===== src/rtl/hello_pkg.sv =====
`default_nettype none
// ============================================================================
// Module  : hello_pkg
// Purpose : Shared definitions for the HELLO rotation decoder: 3-bit
//           character codes, active-low segment patterns, the reference
//           message, the digit count and the controller state encoding.
// Ports   : none (package)
// Revision: 1.0 - initial release
// ============================================================================
package hello_pkg;

  localparam int c_NUM_DIGITS = 6;

  // Character codes produced by the segment decoder
  localparam logic [2:0] c_CH_H   = 3'd0;
  localparam logic [2:0] c_CH_E   = 3'd1;
  localparam logic [2:0] c_CH_L   = 3'd2;
  localparam logic [2:0] c_CH_O   = 3'd3;
  localparam logic [2:0] c_CH_BLK = 3'd4;
  localparam logic [2:0] c_CH_INV = 3'd7;

  // Rotation value reported when nothing matches
  localparam logic [2:0] c_ROT_NONE = 3'd7;

  // Active-low segment patterns, bit0 = a ... bit6 = g
  localparam logic [6:0] c_SEG_H   = 7'b0001001;
  localparam logic [6:0] c_SEG_E   = 7'b0000110;
  localparam logic [6:0] c_SEG_L   = 7'b1000111;
  localparam logic [6:0] c_SEG_O   = 7'b1000000;
  localparam logic [6:0] c_SEG_BLK = 7'b1111111;

  // Reference message "blank H E L L O"
  localparam logic [2:0] c_MSG [c_NUM_DIGITS] =
    '{c_CH_BLK, c_CH_H, c_CH_E, c_CH_L, c_CH_L, c_CH_O};

  typedef enum logic [1:0] {
    ST_IDLE  = 2'd0,
    ST_SCAN  = 2'd1,
    ST_MATCH = 2'd2,
    ST_DONE  = 2'd3
  } state_t;

  // Message character at position (s + k) mod NUM_DIGITS; s, k in 0..5
  function automatic logic [2:0] msg_char(input logic [2:0] i_s,
                                          input logic [2:0] i_k);
    logic [3:0] w_pos;
    w_pos = {1'b0, i_s} + {1'b0, i_k};
    if (w_pos >= 4'(c_NUM_DIGITS)) begin
      w_pos = w_pos - 4'(c_NUM_DIGITS);
    end
    return c_MSG[w_pos[2:0]];
  endfunction

endpackage
`default_nettype wire


===== src/rtl/seg_char_decode.sv =====
`default_nettype none
// ============================================================================
// Module  : seg_char_decode
// Purpose : Combinational map from an active-low 7-segment pattern to a
//           3-bit character code. Unknown patterns map to INV.
// Ports   : i_seg  [6:0] - segment pattern (bit0 = a, bit6 = g)
//           o_code [2:0] - character code (H/E/L/O/BLK/INV)
// Revision: 1.0 - initial release
// ============================================================================
module seg_char_decode
  import hello_pkg::*;
(
  input  logic [6:0] i_seg,
  output logic [2:0] o_code
);

  always_comb begin
    o_code = c_CH_INV;
    case (i_seg)
      c_SEG_H:   o_code = c_CH_H;
      c_SEG_E:   o_code = c_CH_E;
      c_SEG_L:   o_code = c_CH_L;
      c_SEG_O:   o_code = c_CH_O;
      c_SEG_BLK: o_code = c_CH_BLK;
      default:   o_code = c_CH_INV;
    endcase
  end

endmodule
`default_nettype wire


===== src/rtl/hello_rot_decoder.sv =====
`default_nettype none
// ============================================================================
// Module  : hello_rot_decoder
// Purpose : Captures six 7-segment digits on start, decodes them one per
//           cycle (HEX5 first), then tests the six rotations of
//           "blank H E L L O" one per cycle and reports the lowest match.
//           Without abort the result appears with done 13 cycles after the
//           accepting edge.
// Ports   : CLOCK_50        in  - clock, rising edge
//           RESET           in  - synchronous active-high reset
//           start           in  - decode request, accepted only in IDLE
//           HEX5..HEX0 [6:0]in  - active-low segment patterns
//           busy            out - high whenever not IDLE
//           done            out - one-cycle result strobe
//           rot        [2:0]out - rotation index 0..5, 7 = none
//           match           out - digits form a rotation of the message
//           err             out - at least one digit is not H/E/L/O/blank
// Config  : HELLO_DEC_ABORT_EN - when defined, the first invalid digit seen
//           during the scan ends the operation early with err=1.
// Revision: 1.0 - initial release
// ============================================================================
module hello_rot_decoder
  import hello_pkg::*;
#(
  parameter int NUM_DIGITS = c_NUM_DIGITS   // only 6 is supported
)(
  input  logic       CLOCK_50,
  input  logic       RESET,
  input  logic       start,
  input  logic [6:0] HEX5,
  input  logic [6:0] HEX4,
  input  logic [6:0] HEX3,
  input  logic [6:0] HEX2,
  input  logic [6:0] HEX1,
  input  logic [6:0] HEX0,
  output logic       busy,
  output logic       done,
  output logic [2:0] rot,
  output logic       match,
  output logic       err
);

  state_t     r_state;
  state_t     w_state_next;

  // Index 0 holds HEX5, index NUM_DIGITS-1 holds HEX0
  logic [6:0] r_hex  [NUM_DIGITS];
  logic [2:0] r_code [NUM_DIGITS];

  // Digit index while scanning, candidate rotation while matching
  logic [2:0] r_idx;
  logic       r_err_acc;
  logic       r_found;
  logic [2:0] r_best;

  logic [2:0] r_rot;
  logic       r_match;
  logic       r_err;

  logic [6:0] w_seg;
  logic [2:0] w_code;
  logic       w_inv;
  logic       w_last;
  logic       w_cand_ok;
  logic       w_busy;
  logic       w_done;

  assign w_seg  = r_hex[r_idx];
  assign w_inv  = (w_code == c_CH_INV);
  assign w_last = (r_idx == 3'(NUM_DIGITS - 1));

  seg_char_decode u_dec (
    .i_seg  (w_seg),
    .o_code (w_code)
  );

  // Candidate r_idx matches when every stored digit equals the rotated message
  always_comb begin
    w_cand_ok = 1'b1;
    for (int k = 0; k < NUM_DIGITS; k++) begin
      if (r_code[k] != msg_char(r_idx, 3'(k))) begin
        w_cand_ok = 1'b0;
      end
    end
  end

  // ---------------------------------------------------------------- FSM ---
  always_ff @(posedge CLOCK_50) begin
    if (RESET) begin
      r_state <= ST_IDLE;
    end else begin
      r_state <= w_state_next;
    end
  end

  always_comb begin
    w_state_next = r_state;
    w_busy       = 1'b1;
    w_done       = 1'b0;
    case (r_state)
      ST_IDLE: begin
        w_busy = 1'b0;
        if (start) begin
          w_state_next = ST_SCAN;
        end
      end
      ST_SCAN: begin
`ifdef HELLO_DEC_ABORT_EN
        if (w_inv) begin
          w_state_next = ST_DONE;
        end else
`endif
        if (w_last) begin
          w_state_next = ST_MATCH;
        end
      end
      ST_MATCH: begin
        if (w_last) begin
          w_state_next = ST_DONE;
        end
      end
      ST_DONE: begin
        // start is not looked at here; it is taken on the next IDLE cycle
        w_done       = 1'b1;
        w_state_next = ST_IDLE;
      end
      default: begin
        w_state_next = ST_IDLE;
      end
    endcase
  end

  // ----------------------------------------------------------- datapath ---
  always_ff @(posedge CLOCK_50) begin
    if (RESET) begin
      for (int i = 0; i < NUM_DIGITS; i++) begin
        r_hex[i]  <= c_SEG_BLK;
        r_code[i] <= c_CH_BLK;
      end
      r_idx     <= 3'd0;
      r_err_acc <= 1'b0;
      r_found   <= 1'b0;
      r_best    <= c_ROT_NONE;
      r_rot     <= c_ROT_NONE;
      r_match   <= 1'b0;
      r_err     <= 1'b0;
    end else begin
      case (r_state)
        ST_IDLE: begin
          if (start) begin
            r_hex[0]  <= HEX5;
            r_hex[1]  <= HEX4;
            r_hex[2]  <= HEX3;
            r_hex[3]  <= HEX2;
            r_hex[4]  <= HEX1;
            r_hex[5]  <= HEX0;
            r_idx     <= 3'd0;
            r_err_acc <= 1'b0;
            r_found   <= 1'b0;
            r_best    <= c_ROT_NONE;
            r_rot     <= c_ROT_NONE;
            r_match   <= 1'b0;
            r_err     <= 1'b0;
          end
        end
        ST_SCAN: begin
          r_code[r_idx] <= w_code;
          if (w_inv) begin
            r_err_acc <= 1'b1;
          end
          r_idx <= w_last ? 3'd0 : r_idx + 3'd1;
`ifdef HELLO_DEC_ABORT_EN
          if (w_inv) begin
            r_err   <= 1'b1;
            r_match <= 1'b0;
            r_rot   <= c_ROT_NONE;
          end
`endif
        end
        ST_MATCH: begin
          if (w_cand_ok && !r_found) begin
            r_found <= 1'b1;
            r_best  <= r_idx;
          end
          r_idx <= r_idx + 3'd1;
          // Publish on the last candidate; it may itself be the first hit
          if (w_last) begin
            if (r_err_acc) begin
              r_err   <= 1'b1;
              r_match <= 1'b0;
              r_rot   <= c_ROT_NONE;
            end else if (r_found) begin
              r_match <= 1'b1;
              r_rot   <= r_best;
            end else if (w_cand_ok) begin
              r_match <= 1'b1;
              r_rot   <= r_idx;
            end else begin
              r_match <= 1'b0;
              r_rot   <= c_ROT_NONE;
            end
          end
        end
        default: begin
        end
      endcase
    end
  end

  assign busy  = w_busy;
  assign done  = w_done;
  assign rot   = r_rot;
  assign match = r_match;
  assign err   = r_err;

endmodule
`default_nettype wire


===== config.mk =====
export PLATFORM = sky130hd
export DESIGN_NAME = hello_rot_decoder
export DESIGN_NICKNAME = d
export VERILOG_FILES = /design/src/rtl/hello_pkg.sv /design/src/rtl/seg_char_decode.sv /design/src/rtl/hello_rot_decoder.sv
export SDC_FILE = /design/constraint.sdc
export NUM_CORES = 1
export LEC_CHECK = 0
export ABC_AREA = 1
export ABC_CLOCK_PERIOD_IN_PS = 3900
export CORE_AREA = 4 4 130 132
export DETAILED_ROUTE_END_ITERATION = 10
export DIE_AREA = 0 0 134 136
export PLACE_DENSITY = 0.51
export SKIP_LAST_GASP = 1
export SLEW_MARGIN = 20
export SYNTH_ARGS = -nofsm -noshare
export SYNTH_HDL_FRONTEND = slang
export SYNTH_SLANG_ARGS = --single-unit

===== constraint.sdc =====
create_clock -name CLOCK_50 -period 3.9 [get_ports CLOCK_50]
set_clock_uncertainty 0.05 [all_clocks]
set_input_delay 0.39 -clock CLOCK_50 [delete_from_list [all_inputs] [get_ports CLOCK_50]]
set_output_delay 0.39 -clock CLOCK_50 [all_outputs]
set_load 0.03 [all_outputs]

## After elaboration in Yosys (flattened, before gate mapping)

Memories as Yosys holds them, arrays and structs flattened. A register that Yosys moved wholly into a read port is not among the register bits.
Index checks and enable logic that the tools add are counted.

| storage, ports and cells | value |
|---|---|
| flip-flop bits (word level) | 15 |
| bits of input ports | 45 |
| output and inout port bits | 7 |
| memories | 8 |
| bits in writable memories | 60 |
| ROM bits | 144 |

| cells by class | value |
|---|---|
| magnitude comparators | 12 |
| add/subtract/negate cells | 12 |
| muxes and demuxes | 75 |
| reduce and logical (&&, ||, !) cells | 13 |
| eq/ne operators | 22 |
| bitwise operators | 12 |

Memory list:

| name | words | width | rd ports | clocked after memory_dff | wr ports | RTL line | text |
|---|---|---|---|---|---|---|---|
| r_hex | 6 | 7 | 1 | 1 | 6 | hello_rot_decoder.sv:47 | `logic [6:0] r_hex [NUM_DIGITS];` |
| (no name shown) | 8 | 3 | 1 | 0 | 0 | hello_pkg.sv:51 | `return c_MSG[w_pos[2:0]];` |
| (no name shown) | 8 | 3 | 1 | 0 | 0 | hello_pkg.sv:51 |  |
| (no name shown) | 8 | 3 | 1 | 0 | 0 | hello_pkg.sv:51 |  |
| (no name shown) | 8 | 3 | 1 | 0 | 0 | hello_pkg.sv:51 |  |
| (no name shown) | 8 | 3 | 1 | 0 | 0 | hello_pkg.sv:51 |  |
| +2 memories | - | - | - | - | - | - |  |

Operator list:

| kind | number |
|---|---|
| two-way mux 3 bit | 30 |
| two-way mux 7 bit | 6 |
| two-way mux 1 bit | 27 |
| greater-or-equal comparator 4 bit, second input constant | 6 |
| NOT 3 -> 4 bit | 6 |
| == test 7 bit, second input constant | 3 |
| greater-or-equal comparator 4 x 3 -> 1 bit, second input constant | 5 |
| != test 3 bit | 6 |
| subtractor 3 bit, second input constant | 6 |
| one-hot mux 3 bit (5 select lines) | 1 |
| != test 2 bit, second input constant | 6 |
| one-hot mux 3 bit (2 select lines) | 2 |
| AND reduction 3 bit | 4 |
| one-hot mux 3 bit (3 select lines) | 1 |
| adder 3 x 2 -> 4 bit, second input constant | 2 |
| adder 3 x 3 -> 4 bit, second input constant | 2 |
| one-hot mux 1 bit (2 select lines) | 4 |
| one-hot mux 2 bit (4 select lines) | 1 |
| == test 7 x 3 -> 1 bit, second input constant | 1 |
| == test 7 x 4 -> 1 bit, second input constant | 1 |
| == test 3 bit, second input constant | 2 |
| two-way mux 2 bit | 3 |
| OR 1 bit | 6 |
| adder 3 x 1 -> 4 bit, second input constant | 1 |
| other kinds (12) | 14 |

## Depth between registers and ports, before layout

Gate-level depths: netlist (run 1).

| logic depth | value |
|---|---|
| word-level depth | 18 |
| mapped depth | 23 |
| mapped depth without buffers | 20 |

## Modules after synthesis

From an unflattened synthesis (run 1), not the netlist that was laid out.

| unflattened totals | value |
|---|---|
| cell total of the unflattened synthesis | 606 |
| area, all modules | 4660.7 um^2 |

Modules (own cells, without submodules):

| module | times used | cells an instance | area each (um^2) |
|---|---|---|---|
| hello_rot_decoder | 1 | 576 | 4505.6 |
| seg_char_decode | 1 | 30 | 155.1 |

## Worst setup path before layout (run 1)

No wires, ideal clock.

| path | value |
|---|---|
| path type | flip-flop to flip-flop |
| start point | register r_idx[0] |
| end point | register r_best[0] |
| stages on the path, launching flop included | 22 |
| library setup time | 133 ps |
| setup slack | 1136 ps |
| data arrival time | 2580 ps |
| path buffers | 3 |
| data required time | 3717 ps |
| cells stage by stage | dfxtp_1 > buf_6 > clkinv_1 > buf_2 > ha_1 > buf_6 > inv_4 > nand2_1 > nand2_1 > nand2_1 > nand3_1 > nand2_1 > o21ai_0 > nand2_1 > nor2_1 > nand2_1 > nor2_4 > nand3_2 > nand2_2 > nand2_2 > nand2_1 > nand3_1 |

| on the way | value |
|---|---|
| cells in the longest elaborated chain, start to end | 16 |

RTL lines:

| item | RTL line | text |
|---|---|---|
| start, declared | hello_rot_decoder.sv:51 | `logic [2:0] r_idx;` |
| start signal, assigned | hello_rot_decoder.sv:171 | `r_idx <= w_last ? 3'd0 : r_idx + 3'd1;` |
| start signal, assigned | hello_rot_decoder.sv:185 | `r_idx <= r_idx + 3'd1;` |
| adder 3 x 1 -> 4 bit (tied with other cells) | hello_pkg.sv:47 | `w_pos = {1'b0, i_s} + {1'b0, i_k};` |
| greater-or-equal comparator 4 x 3 -> 1 bit (tied with other cells) | hello_pkg.sv:48 | `if (w_pos >= 4'(c_NUM_DIGITS)) begin` |
| two-way mux 3 bit or NOT 3 -> 4 bit (tied branches) | hello_pkg.sv:48, hello_pkg.sv:51 |  |
| NOT 3 -> 4 bit (implied by the code) or memory read (8 x 3 bit) (tied branches) | - |  |
| memory read (8 x 3 bit) or two-way mux 3 bit (tied branches) | - |  |
| two-way mux 3 bit (implied by the code) | hello_pkg.sv:51 |  |
| two-way mux 3 bit (implied by the code) or != test 3 bit (tied branches) | hello_pkg.sv:51, hello_rot_decoder.sv:81 |  |
| != test 3 bit or two-way mux 1 bit (tied branches) | hello_rot_decoder.sv:81 | `if (r_code[k] != msg_char(r_idx, 3'(k))) begin` |
| two-way mux 1 bit (5 in a row) | hello_rot_decoder.sv:81 |  |
| logical AND 1 bit | hello_rot_decoder.sv:181 | `if (w_cand_ok && !r_found) begin` |
| != test 2 bit (no source line) | - |  |
| AND reduction 3 bit (no source line) | - |  |
| end signal, assigned | hello_rot_decoder.sv:143 | `r_best <= c_ROT_NONE;` |
| end signal, assigned | hello_rot_decoder.sv:160 | `r_best <= c_ROT_NONE;` |
| end signal, assigned | hello_rot_decoder.sv:183 | `r_best <= r_idx;` |
| end, declared | hello_rot_decoder.sv:54 | `logic [2:0] r_best;` |

Several ways; a longest one is shown, not always the timed one. The select of a mux whose other input is x is not followed.
A chain may end at the register's enable or synchronous reset.

## Final worst setup path (run 1)

| path | value |
|---|---|
| start point | register r_idx[1] |
| end point | register r_best[0] |

| on the way | value |
|---|---|
| cells in the longest elaborated chain, start to end | 16 |

RTL lines:

| item | RTL line |
|---|---|
| adder 3 x 1 -> 4 bit (tied with other cells) | hello_pkg.sv:47 |
| greater-or-equal comparator 4 x 3 -> 1 bit (tied with other cells) | hello_pkg.sv:48 |
| two-way mux 3 bit or NOT 3 -> 4 bit (tied branches) | hello_pkg.sv:48, hello_pkg.sv:51 |
| NOT 3 -> 4 bit (implied by the code) or memory read (8 x 3 bit) (tied branches) | - |
| memory read (8 x 3 bit) or two-way mux 3 bit (tied branches) | - |
| two-way mux 3 bit (implied by the code) | hello_pkg.sv:51 |
| two-way mux 3 bit (implied by the code) or != test 3 bit (tied branches) | hello_pkg.sv:51, hello_rot_decoder.sv:81 |
| != test 3 bit or two-way mux 1 bit (tied branches) | hello_rot_decoder.sv:81 |
| two-way mux 1 bit (4 in a row) | hello_rot_decoder.sv:81 |
| two-way mux 1 bit * | hello_rot_decoder.sv:81 |
| logical AND 1 bit * | hello_rot_decoder.sv:181 |
| != test 2 bit (no source line) * | - |
| AND reduction 3 bit (no source line) * | - |

Mark *: on every way between the ends. The rest lies on a longest branch, timed or not. The select of a mux whose other input is x is not followed.

==> impl_metrics.sql, run 1 <==
INSERT INTO impl_metrics (metric_group, metric, value, unit) VALUES
('finish', 'diodes', '0', ''),
('place', 'port_buffers', '51', ''),
('worst_hold_path', 'hold_start', 'err$_SDFFE_PP0P_', ''),
('finish', 'fin_nets', '724', ''),
('floorplanning', 'dieHeight', '136', 'µm'),
('timing', 'period_needed', '3.151', 'ns'),
('power_and_ir_drop', 'power.share.sequential', '0.354', ''),
('routing', 'detail_route.wirelength', '10.62', 'mm'),
('finish', 'mostFrequentLayoutCells', 'sky130_fd_sc_hd__nand2_1, sky130_fd_sc_hd__inv_1, sky130_fd_sc_hd__edfxtp_1', ''),
('routing', 'first_pass_iters', '4', ''),
('routing', 'maxUsedRoutingLayer', 'met4', ''),
('routing', 'detail_route.iter0.violations', '207', ''),
('power_and_ir_drop', 'power_switching', '1.126', 'mW'),
('setup_path', 'regToRegStartpoint', 'r_idx[1]$_SDFFE_PP0P_', ''),
('floorplanning', 'die_area', '0.01822', 'mm²'),
('place', 'hpwlAfterDp', '8.000', 'mm'),
('synthesis', 'postSynthRegisterBits', '78', ''),
('routing', 'route.met3.wl', '351', 'µm'),
('clocking', 'clock-sinks', '78', ''),
('setup_path', 'arrival', '3.29', 'ns'),
('setup_path', 'regToRegSetupSlack', '0.75', 'ns'),
('synthesis', 'synth_cells', '618', ''),
('routing', 'ant_nets', '0', ''),
('floorplanning', 'die_x', '134', 'µm'),
('outcome', 'outcome', 'finished, final reports clean', ''),
('power_and_ir_drop', 'static-leakage-power', '2.452', 'nW'),
('timing', 'setup_repair_after_global_routing_missed_its_margin', 'no', ''),
('power_and_ir_drop', 'combinational_power_share', '0.359', ''),
('synthesis', 'edff_count_synth', '60', ''),
('setup_path', 'timing.critical_path.mode_cell', 'sky130_fd_sc_hd__nand2_1', ''),
('run', 'cap_viol_max_count', '0', ''),
('clocking', 'clk-insertion-delay-late', '0.33', 'ns'),
('clocking', 'cts_hold_buffers', '0', ''),
('power_and_ir_drop', 'clock_power_share', '0.288', ''),
('worst_hold_path', 'worstHoldEndpoint', 'err$_SDFFE_PP0P_', ''),
('setup_path', 'critPathLaunchType', 'register', ''),
('routing', 'drcViolationCount', '0', ''),
('global_route', 'overflow', '0', ''),
('synthesis', 'synth-warning-count', '0', ''),
('routing', 'wl_met2', '5.157', 'mm'),
('timing', 'worst_pin_slew', '0.7027', 'ns'),
('synthesis', 'synth_flop_cell', 'sky130_fd_sc_hd__edfxtp_1', ''),
('power_and_ir_drop', 'vdd_ir_drop_max', '0.0002289', 'V'),
('timing', 'holdWs', '0.4129', 'ns'),
('clocking', 'cts-buffers-inserted', '9', ''),
('setup_path', 'sequence_of_cells_on_the_critical_path', 'inv_2, ha_1, inv_4, nand2_1, nand2_1, nand2_1, nand3_1, nand2_1, inv_1, nand3_1, nand2_1, nor2_1, nand2_1, nor2_4, nand3_2, nand2_2, nand2_2, nand2_1, nand3_1', ''),
('timing', 'setup_tns', '0', 'ns'),
('worst_hold_path', 'worst_hold_path.num_cells', '2', ''),
('power_and_ir_drop', 'power_density', '541.4', 'mW/mm²'),
('floorplanning', 'core', '0.01571', 'mm²'),
('setup_path', 'worst_ep_required_time', '4.04', 'ns'),
('setup_path', 'worst_r2r_endpoint', 'r_best[0]$_SDFFE_PP1P_', ''),
('synthesis', 'synth-seq-area-share', '0.4623', ''),
('setup_path', 'endpoint_kind', 'register', ''),
('floorplanning', 'floorplan.initialDensity', '0.2977', ''),
('setup_path', 'crit_fanout', '11', ''),
('global_route', 'wire_length_of_the_first_global_routing_pass', '17.95', 'mm'),
('synthesis', 'async_flop_share', '0', ''),
('setup_path', 'cpLargestDelayFamily', 'simple AND/OR/NAND/NOR gates', ''),
('setup_path', 'critical_path.slowest_cell', 'sky130_fd_sc_hd__dfxtp_1', ''),
('clocking', 'postCtsSetupRepairBufs', '0', ''),
('place', 'gp_congestion', '0.8847', ''),
('finish', 'mostFrequentLayoutCell', 'sky130_fd_sc_hd__nand2_1', ''),
('place', 'placedCellCount', '872', ''),
('worst_hold_path', 'worst_hold_path_class', 'reg2reg', ''),
('routing', 'vias_per_inst', '4.378', ''),
('power_and_ir_drop', 'internal-power', '1.955', 'mW'),
('power_and_ir_drop', 'post-layout-total-power', '3.081', 'mW'),
('clocking', 'ctsResizeCount', '0', ''),
('routing', 'via_count_of_the_routed_design', '3888', ''),
('finish', 'drive_above_1_share', '0.08929', '');
-- per-layer routing --
metal	vias to the layer above	global-route usage
li1	2054	-
met1	1749	0.1558
met2	78	0.2103
met3	7	0.01999
met4	0	0.03657
met5	-	0
-- worst reg2reg max path, cell delays in order (launching register included) --
cell and delay, ns:
sky130_fd_sc_hd__dfxtp_1 0.58, sky130_fd_sc_hd__inv_2 0.21, sky130_fd_sc_hd__ha_1 0.58, sky130_fd_sc_hd__inv_4 0.10, sky130_fd_sc_hd__nand2_1 0.09, sky130_fd_sc_hd__nand2_1 0.06, sky130_fd_sc_hd__nand2_1 0.08, sky130_fd_sc_hd__nand3_1 0.09
sky130_fd_sc_hd__nand2_1 0.13, sky130_fd_sc_hd__inv_1 0.08, sky130_fd_sc_hd__nand3_1 0.07, sky130_fd_sc_hd__nand2_1 0.05, sky130_fd_sc_hd__nor2_1 0.13, sky130_fd_sc_hd__nand2_1 0.10, sky130_fd_sc_hd__nor2_4 0.17, sky130_fd_sc_hd__nand3_2 0.11
sky130_fd_sc_hd__nand2_2 0.11, sky130_fd_sc_hd__nand2_2 0.07, sky130_fd_sc_hd__nand2_1 0.08, sky130_fd_sc_hd__nand3_1 0.06
-- sequential cells by signal, indices dropped and copies added, names as in the netlist, named ones only --
signal	cells
match	1
r_state	2
r_hex	42
r_err_acc	1
r_best	3
err	1
r_found	1
r_code	18
r_idx	3
rot	3
-- Yosys cell counts, drive strengths merged (2+ instances only) --
cell,number
edfxtp,60
nor3,3
clkbuf,7
o21ai,20
nand4,8
dfxtp,18
a21oi,19
ha,12
o211ai,2
inv,105
nand3,59
nand2,227
nand3b,6
a31oi,2
nor2,50
buf,11
or2,3
-- power by group through the flow --
stage / registers, mW / logic, mW / clock network, mW
floorplan: 1.11 / 0.819 / 0
global placement: 1.11 / 1.09 / 0
detailed placement: 1.11 / 1.11 / 0
CTS: 1.09 / 1.12 / 0.905
global route: 1.10 / 1.26 / 0.941
finish: 1.09 / 1.10 / 0.887
-- area by class of cell --
type	count	area, µm²
clock inverters	6	85.08
clock buffers	10	229.0
multi-input cells	416	1988
inverters	106	407.9
repair buffers	56	548.0
flip-flops and latches	78	2162
fillers	1646	10020
well taps	216	270.3
-- how the worst max path moves through the flow --
stage	start	to	slack [ns]	cells after the start
final	r_idx[1]$_SDFFE_PP0P_	r_best[0]$_SDFFE_PP1P_	0.75	19
after global routing	r_idx[1]$_SDFFE_PP0P_	r_best[0]$_SDFFE_PP1P_	0.37	19
after CTS	r_idx[1]$_SDFFE_PP0P_	r_best[0]$_SDFFE_PP1P_	0.77	19
after detailed placement	r_idx[1]$_SDFFE_PP0P_	r_best[0]$_SDFFE_PP1P_	0.78	19
after global placement	r_idx[1]$_SDFFE_PP0P_	r_best[0]$_SDFFE_PP1P_	0.90	19
after floorplan	r_idx[0]$_SDFFE_PP0P_	r_best[0]$_SDFFE_PP1P_	1.14	21
-- per-stage QoR --
step	cell area, µm²	setup slack, ns
after floorplan	4677	1.136
after global placement	5376	0.9021
after detailed placement	5376	0.7819
after CTS	5690	0.7694
after global routing	5690	0.3675
final	5690	0.7488
-- cell families (layout without fill, tap and decap cells) --
group / after synthesis / after routing / share of synthesized area
AOI/OAI and AO/OA: 47 / 47 / 0.06367
xor gates and xnor gates: 1 / 1 / 0.001873
adders and majority gates: 12 / 12 / 0.03210
buffers and inverters: 124 / 178 / 0.1132
DFF: 78 / 78 / 0.4623
and+or+nand+nor: 356 / 356 / 0.3269
Power figures use the tool's default switching activity.
==> run 2, diff against run 1 <==
--- a/config.mk
+++ b/config.mk
@@ -6,11 +6,11 @@
 export NUM_CORES = 1
 export LEC_CHECK = 0
 export ABC_AREA = 1
-export ABC_CLOCK_PERIOD_IN_PS = 3900
+export ABC_CLOCK_PERIOD_IN_PS = 2650
 export CORE_AREA = 4 4 130 132
 export DETAILED_ROUTE_END_ITERATION = 10
 export DIE_AREA = 0 0 134 136
-export PLACE_DENSITY = 0.51
+export PLACE_DENSITY = 0.52
 export SKIP_LAST_GASP = 1
 export SLEW_MARGIN = 20
 export SYNTH_ARGS = -nofsm -noshare
==> constraint.sdc (replaced) <==
create_clock -name CLOCK_50 -period 2.65 [get_ports CLOCK_50]
set_clock_uncertainty 0.05 [all_clocks]
set_input_delay 0.265 -clock CLOCK_50 [delete_from_list [all_inputs] [get_ports CLOCK_50]]
set_output_delay 0.265 -clock CLOCK_50 [all_outputs]
set_load 0.03 [all_outputs]
==> impl_metrics.sql, run 2 (same netlist as run 1, synthesis figures left out) <==
INSERT INTO impl_metrics (metric_group, metric, value, unit) VALUES
('finish', 'area.growth.synth_to_final', '26.83', '%'),
('global_route', 'grt_start_max_net_pins', '43', ''),
('power_and_ir_drop', 'vdd_ir_drop_max', '0.0003632', 'V'),
('finish', 'drive_above_1_share', '0.1233', ''),
('finish', 'largest_reg_flops', '42', ''),
('finish', 'mostFrequentLayoutCell', 'sky130_fd_sc_hd__nand2_1', ''),
('timing', 'final-max-slew-violation-count', '0', ''),
('floorplanning', 'floorplan.initialDensity', '0.2977', ''),
('routing', 'drcViolationCount', '0', ''),
('clocking', 'cts_tree', 'yes', ''),
('routing', 'drt-wirelength-per-cell', '11.86', 'µm'),
('timing', 'period_needed', '2.416', 'ns'),
('floorplanning', 'die_x', '134', 'µm'),
('place', 'hpwlAfterDp', '8.087', 'mm'),
('clocking', 'clk_path_buf_depth', '2', ''),
('finish', 'diodes', '0', ''),
('power_and_ir_drop', 'post-layout-total-power', '4.782', 'mW'),
('place', 'gp_congestion', '0.8027', ''),
('floorplanning', 'rows', '46', ''),
('place', 'port_buffers', '51', ''),
('floorplanning', 'core', '0.01571', 'mm²'),
('clocking', 'cts-buffers-inserted', '9', ''),
('setup_path', 'crit_fanout', '24', ''),
('setup_path', 'worst_ep_required_time', '2.65', 'ns'),
('worst_hold_path', 'worst_hold_path_class', 'reg2reg', ''),
('clocking', 'cts_hold_buffers', '0', ''),
('timing', 'slew_headroom', '0.5606', ''),
('routing', 'via_count_of_the_routed_design', '3925', ''),
('clocking', 'cts_root_buf', 'sky130_fd_sc_hd__clkbuf_16', ''),
('timing', 'setup-violations-final', '0', ''),
('finish', 'fill_cells', '1582', ''),
('timing', 'hold_viol_final', '0', ''),
('finish', 'fin_nets', '733', ''),
('routing', 'ant_nets', '0', ''),
('setup_path', 'critPathLaunchType', 'register', ''),
('floorplanning', 'die_area', '0.01822', 'mm²'),
('clocking', 'clk-insertion-delay-late', '0.33', 'ns'),
('global_route', 'grt_pass1_vias', '3855', ''),
('finish', 'regMostFlops', 'r_hex', ''),
('outcome', 'outcome', 'finished, final reports clean', ''),
('routing', 'vias_per_inst', '4.376', ''),
('timing', 'layout_worst_path_cycle_share', '0.9118', ''),
('power_and_ir_drop', 'power_density', '806.2', 'mW/mm²'),
('power_and_ir_drop', 'static-leakage-power', '2.534', 'nW'),
('place', 'placedCellCount', '879', ''),
('finish', 'top_regs', 'r_hex (42), r_code (18)', ''),
('floorplanning', 'dieHeight', '136', 'µm'),
('floorplanning', 'io_pins', '52', ''),
('timing', 'worst_pin_slew', '0.6505', 'ns'),
('run', 'cap_viol_max_count', '0', ''),
('timing', 'fmaxAchievable', '0.4139', 'GHz'),
('global_route', 'grt_antenna_before_repair', '0', ''),
('global_route', 'overflow', '0', ''),
('timing', 'setup_repair_after_global_routing_missed_its_margin', 'yes', ''),
('finish', 'mostFrequentLayoutCells', 'sky130_fd_sc_hd__nand2_1, sky130_fd_sc_hd__inv_1, sky130_fd_sc_hd__edfxtp_1', ''),
('clocking', 'ctsHtreeMaxLevel', '3', ''),
('clocking', 'clock-sinks', '78', ''),
('clocking', 'worst_setup_hold_path_clk_slew', '0.06', 'ns'),
('routing', 'first_pass_iters', '5', ''),
('routing', 'detail_route.iter0.violations', '213', ''),
('routing', 'detail_route.wirelength', '10.64', 'mm'),
('setup_path', 'arrival', '2.42', 'ns'),
('global_route', 'wire_length_of_the_first_global_routing_pass', '17.51', 'mm'),
('finish', 'final_cell_count_no_fill', '897', ''),
('setup_path', 'endpoint_kind', 'register', ''),
('global_route', 'grt_usage', '0.1187', ''),
('setup_path', 'critPathKind', 'reg2reg', '');
-- run 2: cell types whose count changed in the layout (fill, tap and decap cells not counted), moves of 3 or more --
cell,delta
sky130_fd_sc_hd__dfxtp_1,-3
sky130_fd_sc_hd__buf_12,+3
sky130_fd_sc_hd__ha_1,-4
sky130_fd_sc_hd__ha_4,+3
sky130_fd_sc_hd__buf_4,+5
-- run 2: layer usage --
layer / track usage / part of all wire / vias to the layer above
li1: - / - / 2063
met1: 0.1420 / 0.45 / 1753
met2: 0.2086 / 0.49 / 89
met3: 0.02480 / 0.037 / 20
met4: 0.04743 / 0.026 / 0
met5: 0 / 0 / -
-- run 2: through the flow --
step	setup slack, ns	TNS [ns]	utilization	hold slack, ns	instance area [µm²]
final	0.2338	0	0.3775	0.4061	5932
after global routing	-0.02228	-0.04077	0.3775	0.4308	5932
after CTS	0.008141	0	0.3714	0.4097	5836
after detailed placement	-0.05288	-0.1325	0.3481	0.3941	5469
after global placement	0.07158	0	0.3481	0.3842	5469
after floorplan	0.03058	0	-	0.3714	4682
-- run 2: path summary, 6_finish.rpt --
path	start	to	slack, ns	depth (start not counted)
setup / recovery	register	r_code[4][2]$_SDFFCE_PN1P_	0.23	15
hold / removal	err$_SDFFE_PP0P_	err$_SDFFE_PP0P_	0.41	2
setup reg to reg	register	r_code[4][2]$_SDFFCE_PN1P_	0.23	15
hold reg to reg	err$_SDFFE_PP0P_	err$_SDFFE_PP0P_	0.41	2
-- run 2: critical path: stages, from the launching register on --
cell and delay (ns):
sky130_fd_sc_hd__dfxtp_1 0.36, sky130_fd_sc_hd__buf_12 0.17, sky130_fd_sc_hd__inv_8 0.09, sky130_fd_sc_hd__nand2_1 0.07, sky130_fd_sc_hd__nand3_1 0.08, sky130_fd_sc_hd__nand3_1 0.12
sky130_fd_sc_hd__o21a_1 0.15, sky130_fd_sc_hd__nand2_1 0.08, sky130_fd_sc_hd__a21oi_1 0.22, sky130_fd_sc_hd__nand2_1 0.11, sky130_fd_sc_hd__nand2_1 0.09, sky130_fd_sc_hd__nor2_2 0.05
sky130_fd_sc_hd__nand2_4 0.08, sky130_fd_sc_hd__nand2_1 0.09, sky130_fd_sc_hd__nor2_2 0.21, sky130_fd_sc_hd__nand4_1 0.13
-- run 2: where the power goes --
part	internal, mW	switching [mW]	total [mW]	leakage [nW]
Sequential	1.51	0.0714	1.58	0.645
Clock	1.02	0.473	1.49	0.177
Combinational	0.595	1.12	1.71	1.71
-- run 2: what timing repair did --
action / 4_1_cts / 5_1_grt
setup buffers: 0 / 2
gates cloned: 0 / 0
resized for setup: 2 / 18
pin swaps: 0 / 6
endpoints found under the setup margin: 3 / 8
hold endpoints to repair: 0 / 0
-- run 2: cell type report --
cell class	instances	area, µm²	area share
repair buffers	65	656.9	0.1107
multi-input cells	416	2059	0.3472
flip-flops and latches	78	2171	0.3660
clock buffers	10	229.0	0.03860
clock inverters	6	133.9	0.02257
inverters	106	411.6	0.06939
well taps	216	270.3	0.04556
